==> config.mk <==
export PLATFORM = sky130hd
export DESIGN_NAME = mul_arbiter
export DESIGN_NICKNAME = d
export VERILOG_FILES = /design/src/rtl/mul_arbiter.sv
export SDC_FILE = /design/constraint.sdc
export NUM_CORES = 1
export LEC_CHECK = 0
export ABC_AREA = 0
export BUFFER_PORTS_ARGS = -buffer_cell sky130_fd_sc_hd__buf_4
export CELL_PAD_IN_SITES_DETAIL_PLACEMENT = 1
export CELL_PAD_IN_SITES_GLOBAL_PLACEMENT = 2
export CORE_UTILIZATION = 28
export CTS_BUF_LIST = sky130_fd_sc_hd__clkbuf_8
export CTS_CLUSTER_DIAMETER = 150
export DETAILED_ROUTE_END_ITERATION = 16
export GPL_TIMING_DRIVEN = 0
export PLACE_DENSITY = 0.83
export RECOVER_POWER = 50
export SLEW_MARGIN = 20
export SYNTH_ARGS = -nofsm -noshare
export SYNTH_HDL_FRONTEND = slang
export SYNTH_SLANG_ARGS = --single-unit
export TNS_END_PERCENT = 1
==> constraint.sdc <==
create_clock -name clk -period 3.17 [get_ports clk]
set_clock_uncertainty 0.05 [all_clocks]
set_input_delay 0 -clock clk [delete_from_list [all_inputs] [get_ports clk]]
set_output_delay 0 -clock clk [all_outputs]
set_load 0.01 [all_outputs]
==> src/rtl/mul_arbiter.sv <==
//==============================================================================
// Module   : mul_arbiter
// Purpose  : Shared shift-add multiplier with round-robin arbitration across
//            core EX stages; returns the low DATA_W product bits.
// Options  : MUL_EARLY_EXIT_EN - finish RUN as soon as the multiplier empties.
// Revision : 1.0 - initial release
//==============================================================================
`default_nettype none

`ifndef DATA_W
`define DATA_W 32
`endif

module mul_arbiter #(
    parameter int NCORES = 4,
    parameter int DATA_W = `DATA_W,
    parameter int IDX_W  = $clog2(NCORES)
) (
    input  logic                     clk,
    input  logic                     rst,
    input  logic [NCORES-1:0]        req,
    input  logic [NCORES-1:0]        flush,
    input  logic [NCORES*DATA_W-1:0] arg_a,
    input  logic [NCORES*DATA_W-1:0] arg_b,
    output logic [NCORES-1:0]        gnt,
    output logic                     busy,
    output logic [NCORES-1:0]        done,
    output logic [DATA_W-1:0]        res
);

    localparam int               CNT_W      = (DATA_W > 1) ? $clog2(DATA_W) : 1;
    localparam logic [CNT_W-1:0] C_CNT_LAST = CNT_W'(DATA_W - 1);

    typedef enum logic [1:0] {
        S_IDLE = 2'd0,
        S_RUN  = 2'd1,
        S_DONE = 2'd2
    } state_t;

    state_t             r_state;
    state_t             w_state_nxt;
    logic [IDX_W-1:0]   r_owner;
    logic [IDX_W-1:0]   r_last;
    logic [IDX_W-1:0]   w_pick;
    logic [IDX_W-1:0]   w_idx;
    logic               w_pick_vld;
    logic [NCORES-1:0]  w_eff_req;
    logic [NCORES-1:0]  w_owner_oh;
    logic               w_owner_flush;
    logic               w_last_step;
    logic               w_done_vld;
    logic [DATA_W-1:0]  r_mcand;
    logic [DATA_W-1:0]  r_mplier;
    logic [DATA_W-1:0]  r_acc;
    logic [DATA_W-1:0]  w_sel_a;
    logic [DATA_W-1:0]  w_sel_b;
    logic [CNT_W-1:0]   r_cnt;

    // A core whose EX stage is being flushed must not win arbitration.
    assign w_eff_req = req & ~flush;

    // Descending scan so the closest candidate after r_last is assigned last.
    always_comb begin
        w_pick     = r_last;
        w_pick_vld = 1'b0;
        w_idx      = '0;
        for (int k = NCORES; k >= 1; k--) begin
            w_idx = IDX_W'((32'(r_last) + 32'(k)) % 32'(NCORES));
            if (w_eff_req[w_idx]) begin
                w_pick     = w_idx;
                w_pick_vld = 1'b1;
            end
        end
    end

    always_comb begin
        w_sel_a = '0;
        w_sel_b = '0;
        for (int i = 0; i < NCORES; i++) begin
            if (w_pick == IDX_W'(i)) begin
                w_sel_a = arg_a[i*DATA_W +: DATA_W];
                w_sel_b = arg_b[i*DATA_W +: DATA_W];
            end
        end
    end

    generate
        for (genvar gi = 0; gi < NCORES; gi++) begin : g_owner_oh
            assign w_owner_oh[gi] = (r_owner == IDX_W'(gi));
        end
    endgenerate

    assign w_owner_flush = |(flush & w_owner_oh);

`ifdef MUL_EARLY_EXIT_EN
    assign w_last_step = (r_cnt == C_CNT_LAST) || (r_mplier == '0);
`else
    assign w_last_step = (r_cnt == C_CNT_LAST);
`endif

    always_comb begin
        w_state_nxt = r_state;
        case (r_state)
            S_IDLE: begin
                if (w_pick_vld) begin
                    w_state_nxt = S_RUN;
                end
            end
            S_RUN: begin
                if (w_owner_flush) begin
                    w_state_nxt = S_IDLE;
                end else if (w_last_step) begin
                    w_state_nxt = S_DONE;
                end
            end
            S_DONE:  w_state_nxt = S_IDLE;
            default: w_state_nxt = S_IDLE;
        endcase
    end

    always_ff @(posedge clk) begin
        if (rst) begin
            r_state  <= S_IDLE;
            r_owner  <= '0;
            r_last   <= IDX_W'(NCORES - 1);
            r_mcand  <= '0;
            r_mplier <= '0;
            r_acc    <= '0;
            r_cnt    <= '0;
        end else begin
            r_state <= w_state_nxt;
            case (r_state)
                S_IDLE: begin
                    if (w_pick_vld) begin
                        r_owner  <= w_pick;
                        r_last   <= w_pick;
                        r_mcand  <= w_sel_a;
                        r_mplier <= w_sel_b;
                        r_acc    <= '0;
                        r_cnt    <= '0;
                    end
                end
                S_RUN: begin
                    // An empty multiplier has bit 0 clear, so early exit adds nothing.
                    if (r_mplier[0]) begin
                        r_acc <= r_acc + r_mcand;
                    end
                    r_mcand  <= r_mcand << 1;
                    r_mplier <= r_mplier >> 1;
                    r_cnt    <= r_cnt + 1'b1;
                end
                default: ;
            endcase
        end
    end

    assign busy       = (r_state != S_IDLE);
    assign gnt        = busy ? w_owner_oh : '0;
    assign w_done_vld = (r_state == S_DONE) && !w_owner_flush;
    assign done       = w_done_vld ? w_owner_oh : '0;
    assign res        = w_done_vld ? r_acc : '0;

endmodule

`default_nettype wire

==> results.py, run 1 <==
metrics = {
    "synthesis": {
        "avgSynthCellArea_sq_um": 8.29,
        "ys_seq_elements": 107,
        "synth-compound-area-share": 0.242,
        "async_flop_share": 0,
        "ys_seq_area_frac": 0.275,
        "synth_top_family_by_area": "compound AO/OA/AOI/OAI gates",
        "synth_fa_ha_area_frac": 0.0555,
        "ys.flop_type": "dfxtp_1",
        "yosys_warnings": 0,
        "synth_mux_area_frac": 0.180,
        "synthSimpleGateAreaFrac": 0.177,
        "synth.distinct_cells": 65,
        "synthesis.area_sq_um": 7800,
        "synthCells": 941,
        "synth_xor_area_frac": 0.0269,
        "synth_enable_flop_cells": 0,
        "syn-num-nets": 1241,
    },
    "global_route": {
        "grt_pass1_wl_mm": 47.4,
        "first_global_vias": 8836,
        "antenna_found_initial": 0,
        "track_usage": 0.213,
        "grt_max_degree": 20,
        "grt.overflow.total": 0,
    },
    "route": {
        "drt_iter0_markers": 574,
        "via_count": 8506,
        "wl_per_cell_um": 18.7,
        "ant_nets": 0,
        "drc_errors": 0,
        "viasPerCell": 5.17,
        "firstDrtPassIters": 6,
        "wl_mm": 30.8,
    },
    "timing": {
        "finalCritPeriodShare": 0.978,
        "fin_tns_setup_ns": 0,
        "timing.hold.ws_ns": 0.0156,
        "hold_viol_final": 0,
        "rsz0062_at_grt": "true",
        "slew_headroom": 0.366,
        "period_needed_ns": 3.10,
        "worstMarginPinSlew_ns": 0.948,
        "fmax_mhz": 323,
        "finalSetupViolations": 0,
        "maxSlewViolCount": 0,
    },
    "setup_path": {
        "crit_path_cell_trace": "ha_1 -> inv_1 -> fa_1 -> nand2b_2 -> a21oi_4 -> o21a_4 -> a21oi_2 -> o31ai_4 -> a31oi_2 -> nor4_1 -> nor3b_1 -> o31a_1",
        "end_kind": "flop",
        "required_ns": 3.42,
        "cp.buffers_inverters": 1,
        "arrival_ns": 3.35,
        "critPathMaxFanout": 4,
        "max_stage_delay_ns": 0.39,
        "crit_path_start_kind": "flop",
        "path_delay_family": "compound AO/OA/AOI/OAI gates",
        "path_class": "flop to flop",
        "slowest_stage": "dfxtp_2",
    },
    "floorplan": {
        "die_w_um": 169,
        "core_area_sq_um": 27200,
        "io-pin-count": 307,
        "die-height_um": 169,
        "rows": 60,
        "fp.dieArea_sq_um": 28500,
        "start_util": 0.287,
    },
    "pwr": {
        "switchingPower_uw": 1540,
        "vdd_drop_max_mv": 0.209,
        "clock_power_share": 0.211,
        "netSwitchingFraction": 0.373,
        "p_leak_uw": 0.00491,
        "totalPowerFinal_uw": 4130,
        "p_comb_frac": 0.406,
        "p_seq_frac": 0.383,
        "internal_power_uw": 2590,
        "powerDensity_nw_per_um2": 379,
    },
    "finish": {
        "n_antenna_cell": 0,
        "stdcell_count": 1646,
        "drive_gt1_frac": 0.330,
        "fin_nets": 1569,
        "areaGrowthSynthToFinish_pct": 39.9,
    },
    "clocking": {
        "numCtsBuffers": 9,
        "cts_max_level": 3,
        "root_buffer": "clkbuf_8",
        "cts_tree": "built",
        "path_clk_slew_ns": 0.11,
        "insertion_delay_ns": 0.40,
        "cts.sinks": 107,
        "clockBufferDepth": 2,
    },
    "run": {
        "cap_violations": 0,
    },
    "placement": {
        "place.gp.congestion": 0.830,
        "dp_cells": 1619,
        "hpwl_mm": 24.4,
        "port_buffers": 305,
    },
    "worst_hold_path": {
        "hold_class": "input port to flop",
    },
    "outcome": {
        "status": "completed",
    },
}
## worst paths after layout
path | from | end | slack (ns) | cells past startpoint
worst max-delay path | r_mcand[0] | r_acc[30] | 0.07 | 12
worst min-delay path | arg_a[42] | r_mcand[10] | 0.02 | 5
worst max register to register | r_mcand[0] | r_acc[30] | 0.07 | 12
worst min register to register | r_acc[0] | r_acc[0] | 0.45 | 2
## power by group through the flow
stage | registers [uW] | clock network [uW] | logic (uW)
floorplan | 1560 | 0 | 1070
global placement | 1600 | 0 | 1660
detailed placement | 1600 | 0 | 1690
CTS | 1580 | 909 | 1710
global route | 1600 | 953 | 1850
finish | 1580 | 871 | 1680
## worst reg2reg max path, stage by stage, from the launching register on
cell	delay, ns
dfxtp_2	0.39
ha_1	0.23
inv_1	0.08
fa_1	0.39
nand2b_2	0.23
a21oi_4	0.19
o21a_4	0.19
a21oi_2	0.11
o31ai_4	0.33
a31oi_2	0.19
nor4_1	0.26
nor3b_1	0.10
o31a_1	0.27
## synthesized netlist by cell type (all sizes together), types with 6 or more instances
cell type	count	area share
dfxtp	107	0.27
nor2	103	0.050
nand2	95	0.046
o21ai	81	0.053
mux2	65	0.094
mux2i	65	0.083
a222oi	62	0.080
clkbuf	51	0.026
a21oi	44	0.031
and2	35	0.028
ha	33	0.053
buf	20	0.012
xnor2	18	0.020
nand3	17	0.011
a21o	12	0.012
inv	12	0.0058
a211oi	9	0.011
a22o	9	0.010
a22oi	9	0.0087
nor3	9	0.0064
and3	8	0.0064
nand2b	8	0.0064
a31oi	7	0.0064
o21a	7	0.0067
xor2	6	0.0067
## final cells by class
class                   instances  area [sq um]
repair buffers                318          2390
multi-input cells             750          5370
plain buffers                  71           304
inverters                      12          45.0
clock buffers                  10           138
clock inverters                 6          53.8
fillers                      3354         16300
well taps                     372           465
flip-flops and latches        107          2140
## timing repair
item / CTS / global route
setup buffers: 0 / 2
pin swaps: 0 / 3
hold buffers: 10 / 0
endpoints found under the setup margin: 30 / 24
resized for setup: 7 / 7
endpoints found under the hold margin: 11 / 0
## per-layer routing
layer,GRT usage,wire [um],vias up
li1,-,-,4165
met3,0.0358,1580,20
met2,0.396,15700,266
met4,0.0423,401,0
met1,0.255,13000,4055
met5,0,0,-
## state kept, by name, summed over array words and instances (netlist names)
| register | count |
|---|---|
| r_owner | 2 |
| r_state | 2 |
| r_mplier | 32 |
| r_cnt | 5 |
| r_last | 2 |
| r_acc | 32 |
| r_mcand | 32 |
## placed cells by master (no fill, tap or decap), types with 9 or more instances in the layout
cell type,netlist,final
ha_1,33,32
nand3_1,17,16
nand2_1,95,95
xnor2_1,18,18
dlygate4sd3_1,0,10
buf_4,0,301
buf_2,10,10
mux2_2,64,64
clkbuf_1,50,54
a22o_1,9,9
and2_1,34,33
a21o_1,12,12
a22oi_1,9,9
clkbuf_8,1,11
o21ai_0,60,60
o21ai_1,19,19
mux2i_1,65,65
nor2_1,103,103
a222oi_1,62,62
dfxtp_1,107,106
a21oi_1,41,40
inv_1,12,12
## metrics by stage
step           worst slack, ns  area (sq um)   util
2_1_floorplan            0.341          7800      -
3_5_place_dp            -0.335         10600  0.389
3_3_place_gp            -0.272         10600  0.388
5_1_grt                 -0.105         10900  0.402
4_1_cts                -0.0241         10900  0.401
6_report                0.0697         10900  0.402
## cell families (layout without fill, tap and decap cells)
| family | Yosys count | count (layout) |
|---|---|---|
| mux | 131 | 131 |
| buf+inv | 84 | 417 |
| fa+ha+maj | 34 | 34 |
| xor+xnor | 24 | 24 |
| simple gates | 300 | 300 |
| compound gates | 261 | 261 |
| flops | 107 | 107 |
Note: power is estimated with default switching activity, not from simulation.
==> run 2: changes to the inputs <==
MAX_ROUTING_LAYER = met4   (was default)
==> run 2 against run 1 <==
Against the previous run: cell count is the same; critical path depth unchanged; fmax is 0.82% higher; wire length rose by 0.16%; global-route usage rose by 0.64 points; hold slack worse by 0.0069 ns; utilization up 0.078 points; non-clock buffer count unchanged; critical endpoint unchanged; highest routed layer unchanged.
==> results.py, run 2 (same netlist as run 1, synthesis figures left out) <==
metrics = {
    "outcome": {
        "status": "completed",
    },
    "setup_path": {
        "path_class": "flop to flop",
        "end_kind": "flop",
        "slowest_stage": "dfxtp_2",
        "crit_path_start_kind": "flop",
        "required_ns": 3.42,
        "arrival_ns": 3.32,
        "critPathMaxFanout": 4,
        "crit_path_cell_trace": "ha_2 -> inv_1 -> fa_1 -> nand2b_2 -> a21oi_4 -> o21a_4 -> a21oi_2 -> o31ai_4 -> a31oi_4 -> nor4_2 -> nor3b_1 -> o31a_1",
        "cp.buffers_inverters": 1,
        "path_delay_family": "compound AO/OA/AOI/OAI gates",
        "max_stage_delay_ns": 0.39,
    },
    "placement": {
        "hpwl_mm": 24.4,
        "port_buffers": 305,
        "place.gp.congestion": 0.845,
        "dp_slack_ns": -0.335,
        "dp_cells": 1619,
    },
    "finish": {
        "n_antenna_cell": 0,
        "drive_gt1_frac": 0.333,
        "final_common_cell": "buf_4",
        "top_regs": "r_acc x32, r_mcand x32, r_mplier x32",
        "stdcell_count": 1646,
        "areaGrowthSynthToFinish_pct": 40.1,
        "fin_nets": 1569,
        "final_cell_mix": "buf_4, dfxtp_1, nor2_1, nand2_1, mux2i_1",
    },
    "timing": {
        "fmax_mhz": 325,
        "slew_headroom": 0.335,
        "finalSetupViolations": 0,
        "hold_viol_final": 0,
        "period_needed_ns": 3.08,
        "worstMarginPinSlew_ns": 0.994,
        "maxSlewViolCount": 0,
        "timing.hold.ws_ns": 0.00864,
        "setup_ws_ns": 0.0949,
        "rsz0062_at_grt": "true",
        "finalCritPeriodShare": 0.970,
        "fin_tns_setup_ns": 0,
    },
    "clocking": {
        "cts_tree": "built",
        "insertion_delay_ns": 0.41,
        "root_buffer": "clkbuf_8",
        "cts.sinks": 107,
        "numCtsBuffers": 9,
        "clockBufferDepth": 2,
        "path_clk_slew_ns": 0.10,
        "cts_max_level": 3,
    },
    "route": {
        "wl_met2_mm": 15.8,
        "wl_mm": 30.8,
        "wl_per_cell_um": 18.7,
        "viasPerCell": 5.16,
        "via_count": 8500,
        "drc_errors": 0,
        "ant_nets": 0,
        "wl_met1_mm": 13.2,
        "top_layer_used": "met4",
        "firstDrtPassIters": 9,
        "wl_met3_mm": 1.35,
        "drt_iter0_markers": 550,
    },
    "pwr": {
        "p_leak_uw": 0.00491,
        "vdd_drop_max_mv": 0.208,
        "totalPowerFinal_uw": 4140,
        "powerDensity_nw_per_um2": 378,
    },
    "worst_hold_path": {
        "hold_class": "input port to flop",
    },
    "floorplan": {
        "fp.dieArea_sq_um": 28500,
        "start_util": 0.287,
        "die-height_um": 169,
        "io-pin-count": 307,
        "die_w_um": 169,
        "rows": 60,
        "core_area_sq_um": 27200,
    },
    "global_route": {
        "first_global_vias": 8829,
        "grt_max_degree": 20,
        "antenna_found_initial": 0,
        "grt.overflow.total": 0,
        "track_usage": 0.220,
        "grt_pass1_wl_mm": 47.3,
    },
    "run": {
        "cap_violations": 0,
    },
}
-- run 2: final timing paths --
kind	startpoint	endpoint	slack, ns	cells past startpoint
max	r_mcand[0]	r_acc[30]	0.09	12
min	arg_a[0]	r_mcand[0]	0.009	5
max reg2reg	r_mcand[0]	r_acc[30]	0.09	12
min reg2reg	r_acc[0]	r_acc[0]	0.45	2
-- run 2: metal layers --
metal | vias up | global-route usage
met5 | - | -
met4 | 0 | 0.0494
met3 | 21 | 0.0285
met2 | 252 | 0.397
met1 | 4063 | 0.257
li1 | 4164 | -
-- run 2: per-stage QoR --
step,area (sq um),utilization
finish,10900,0.402
global placement,10600,0.388
global route,10900,0.402
floorplan,7800,-
CTS,10900,0.401
detailed placement,10600,0.389
-- run 2: repair_timing --
item | in CTS | in global routing
hold buffers | 10 | 0
setup buffers | 0 | 2
pin swaps | 0 | 3
endpoints found under the hold margin | 11 | 0
gates resized for setup | 7 | 10
setup endpoints to repair | 30 | 22
-- run 2: tightest hold or removal path: cells and delay by family --
kind,cells,cell delay [ns]
AO/OA/AOI/OAI,2,0.24
buffers and inverters,1,0.07
multiplexers,1,0.05
AND/OR/NAND/NOR,1,0.06
-- run 2: final cells by class --
type	instances	area, sq um
plain buffers	71	304
repair buffers	318	2390
flip-flops and latches	107	2140
inverters	12	45.0
clock inverters	6	53.8
clock buffers	10	138
multi-input cells	750	5390
fillers	3347	16200
well taps	372	465
-- run 2: power by group --
group | switching (uW) | internal, uW
logic | 887 | 796
clock network | 544 | 325
registers | 112 | 1470
total | 1540 | 2590
==> run 3: changes to the inputs <==
PLACE_DENSITY = default   (was 0.83)
PLACE_DENSITY_LB_ADDON = 0.15   (was default)
==> run 3 against run 2 <==
Against the previous run: sequential power about the same; first-iteration DRC count down 18%; cell area rose by 0.45%; fmax shrank 0.79%; register-to-register slack lost 0.02 ns; critical path type unchanged.
==> results.py, run 3 (same netlist as run 1, synthesis figures left out) <==
metrics = {
    "outcome": {
        "status": "completed",
    },
    "finish": {
        "top_regs": "r_acc x32, r_mcand x32, r_mplier x32",
        "final_cell_mix": "buf_4, dfxtp_1, nor2_1, nand2_1, mux2i_1",
        "final_common_cell": "buf_4",
        "nFillCells": 3342,
        "stdcell_count": 1652,
        "n_antenna_cell": 0,
        "drive_gt1_frac": 0.330,
        "areaGrowthSynthToFinish_pct": 40.8,
        "fin_nets": 1575,
        "post-route-util": 0.404,
    },
    "placement": {
        "hpwl_mm": 24.4,
        "port_buffers": 305,
        "dp_cells": 1619,
        "place.gp.congestion": 0.832,
    },
    "setup_path": {
        "required_ns": 3.41,
        "crit_path_start_kind": "flop",
        "reg2reg_to": "r_acc[30]",
        "r2r_slack_ns": 0.07,
        "arrival_ns": 3.34,
        "path_class": "flop to flop",
        "critPathMaxFanout": 4,
        "end_kind": "flop",
        "reg2regPathDepth": 12,
        "timing.rr.start": "r_mcand[0]",
    },
    "floorplan": {
        "fp.dieArea_sq_um": 28500,
        "die_w_um": 169,
        "io-pin-count": 307,
        "die-height_um": 169,
        "core_area_sq_um": 27200,
        "rows": 60,
        "start_util": 0.287,
    },
    "route": {
        "drt_iter0_markers": 449,
        "drc_errors": 0,
        "ant_nets": 0,
        "wl_per_cell_um": 18.6,
        "firstDrtPassIters": 6,
        "via_count": 8544,
        "viasPerCell": 5.17,
        "wl_mm": 30.7,
    },
    "timing": {
        "worstMarginPinSlew_ns": 0.966,
        "fin_tns_setup_ns": 0,
        "maxSlewViolCount": 0,
        "slew_headroom": 0.352,
        "rsz0062_at_grt": "true",
        "period_needed_ns": 3.10,
        "fmax_mhz": 323,
        "finalCritPeriodShare": 0.978,
        "finalSetupViolations": 0,
        "hold_viol_final": 0,
    },
    "global_route": {
        "track_usage": 0.221,
        "grt_pass1_wl_mm": 48.1,
        "first_global_vias": 9236,
        "antenna_found_initial": 0,
        "grt.overflow.total": 0,
        "grt_max_degree": 18,
    },
    "pwr": {
        "p_leak_uw": 0.00495,
        "powerDensity_nw_per_um2": 380,
        "vdd_drop_max_mv": 0.186,
    },
    "worst_hold_path": {
        "hp-start": "arg_a[106]",
        "holdPathStages": 5,
        "hold_class": "input port to flop",
        "holdPathEnd": "r_mcand[10]",
    },
    "clocking": {
        "cts_max_level": 3,
        "root_buffer": "clkbuf_8",
        "path_clk_slew_ns": 0.11,
        "clockBufferDepth": 2,
        "cts_tree": "built",
        "numCtsBuffers": 9,
        "cts.sinks": 107,
        "insertion_delay_ns": 0.39,
    },
    "run": {
        "cap_violations": 0,
    },
}
run 3: cell types whose count changed in the layout (fill, tap and decap cells not counted), moves of 2 or more:
cell           change
clkbuf_2           +2
inv_6              -2
dlygate4sd3_1      +5
buf_2              -2
run 3: power by group:
part / total, uW / internal (uW) / switching (uW)
clock: 907 / 390 / 518
sequential: 1580 / 1470 / 107
combinational: 1690 / 802 / 883
run 3: final cells by class:
cell class / instances / area [sq um] / area share
buffer: 72 / 315 / 0.0287
multi-input combinational: 750 / 5370 / 0.489
clock buffer: 10 / 138 / 0.0125
timing repair buffer: 323 / 2440 / 0.222
clock inverter: 6 / 63.8 / 0.00581
sequential: 107 / 2140 / 0.195
inverter: 12 / 45.0 / 0.00410
tap: 372 / 465 / 0.0424
run 3: worst max-delay path, stage by stage (launching register included):
cell      delay (ns)
dfxtp_2         0.39
ha_1            0.22
inv_1           0.07
fa_1            0.37
nand2b_1        0.21
a21oi_2         0.21
o21a_2          0.22
a21oi_2         0.12
o31ai_4         0.27
a31oi_2         0.18
nor4_1          0.30
nor3b_1         0.10
o31a_1          0.28
run 3: per-stage QoR:
stage / worst slack [ns] / hold WS, ns / cell area (sq um) / total power, uW
after floorplan: 0.341 / 0.196 / 7800 / 2630
after global routing: -0.0875 / 0.0331 / 11000 / 4440
after CTS: 0.0128 / 0.00171 / 11000 / 4240
final: 0.0704 / 0.00639 / 11000 / 4170
after global placement: -0.362 / 0.294 / 10600 / 3270
after detailed placement: -0.302 / 0.309 / 10600 / 3290
run 3: metal layers:
metal / GRT usage / vias up / part of all wire
met5: - / - / 0
met4: 0.0447 / 0 / 0.016
met3: 0.0344 / 29 / 0.043
met2: 0.402 / 224 / 0.52
met1: 0.256 / 4119 / 0.42
li1: - / 4172 / -
run 3: worst max-delay path by stage:
stage,cells past startpoint,end,from
after floorplan,12,r_acc[30],r_mcand[0]
after global placement,6,res[7],r_owner[1]
after detailed placement,12,r_acc[30],r_mcand[0]
after CTS,12,r_acc[30],r_mcand[0]
after global routing,12,r_acc[30],r_mcand[0]
final,12,r_acc[30],r_mcand[0]
run 3: what timing repair did:
| action | in CTS | in global routing |
|---|---|---|
| buffers inserted | 0 | 2 |
| pin swaps | 0 | 1 |
| endpoints found under the hold margin | 12 | 0 |
| hold buffers | 15 | 0 |
| setup endpoints to repair | 34 | 35 |
| gates resized for setup | 9 | 9 |
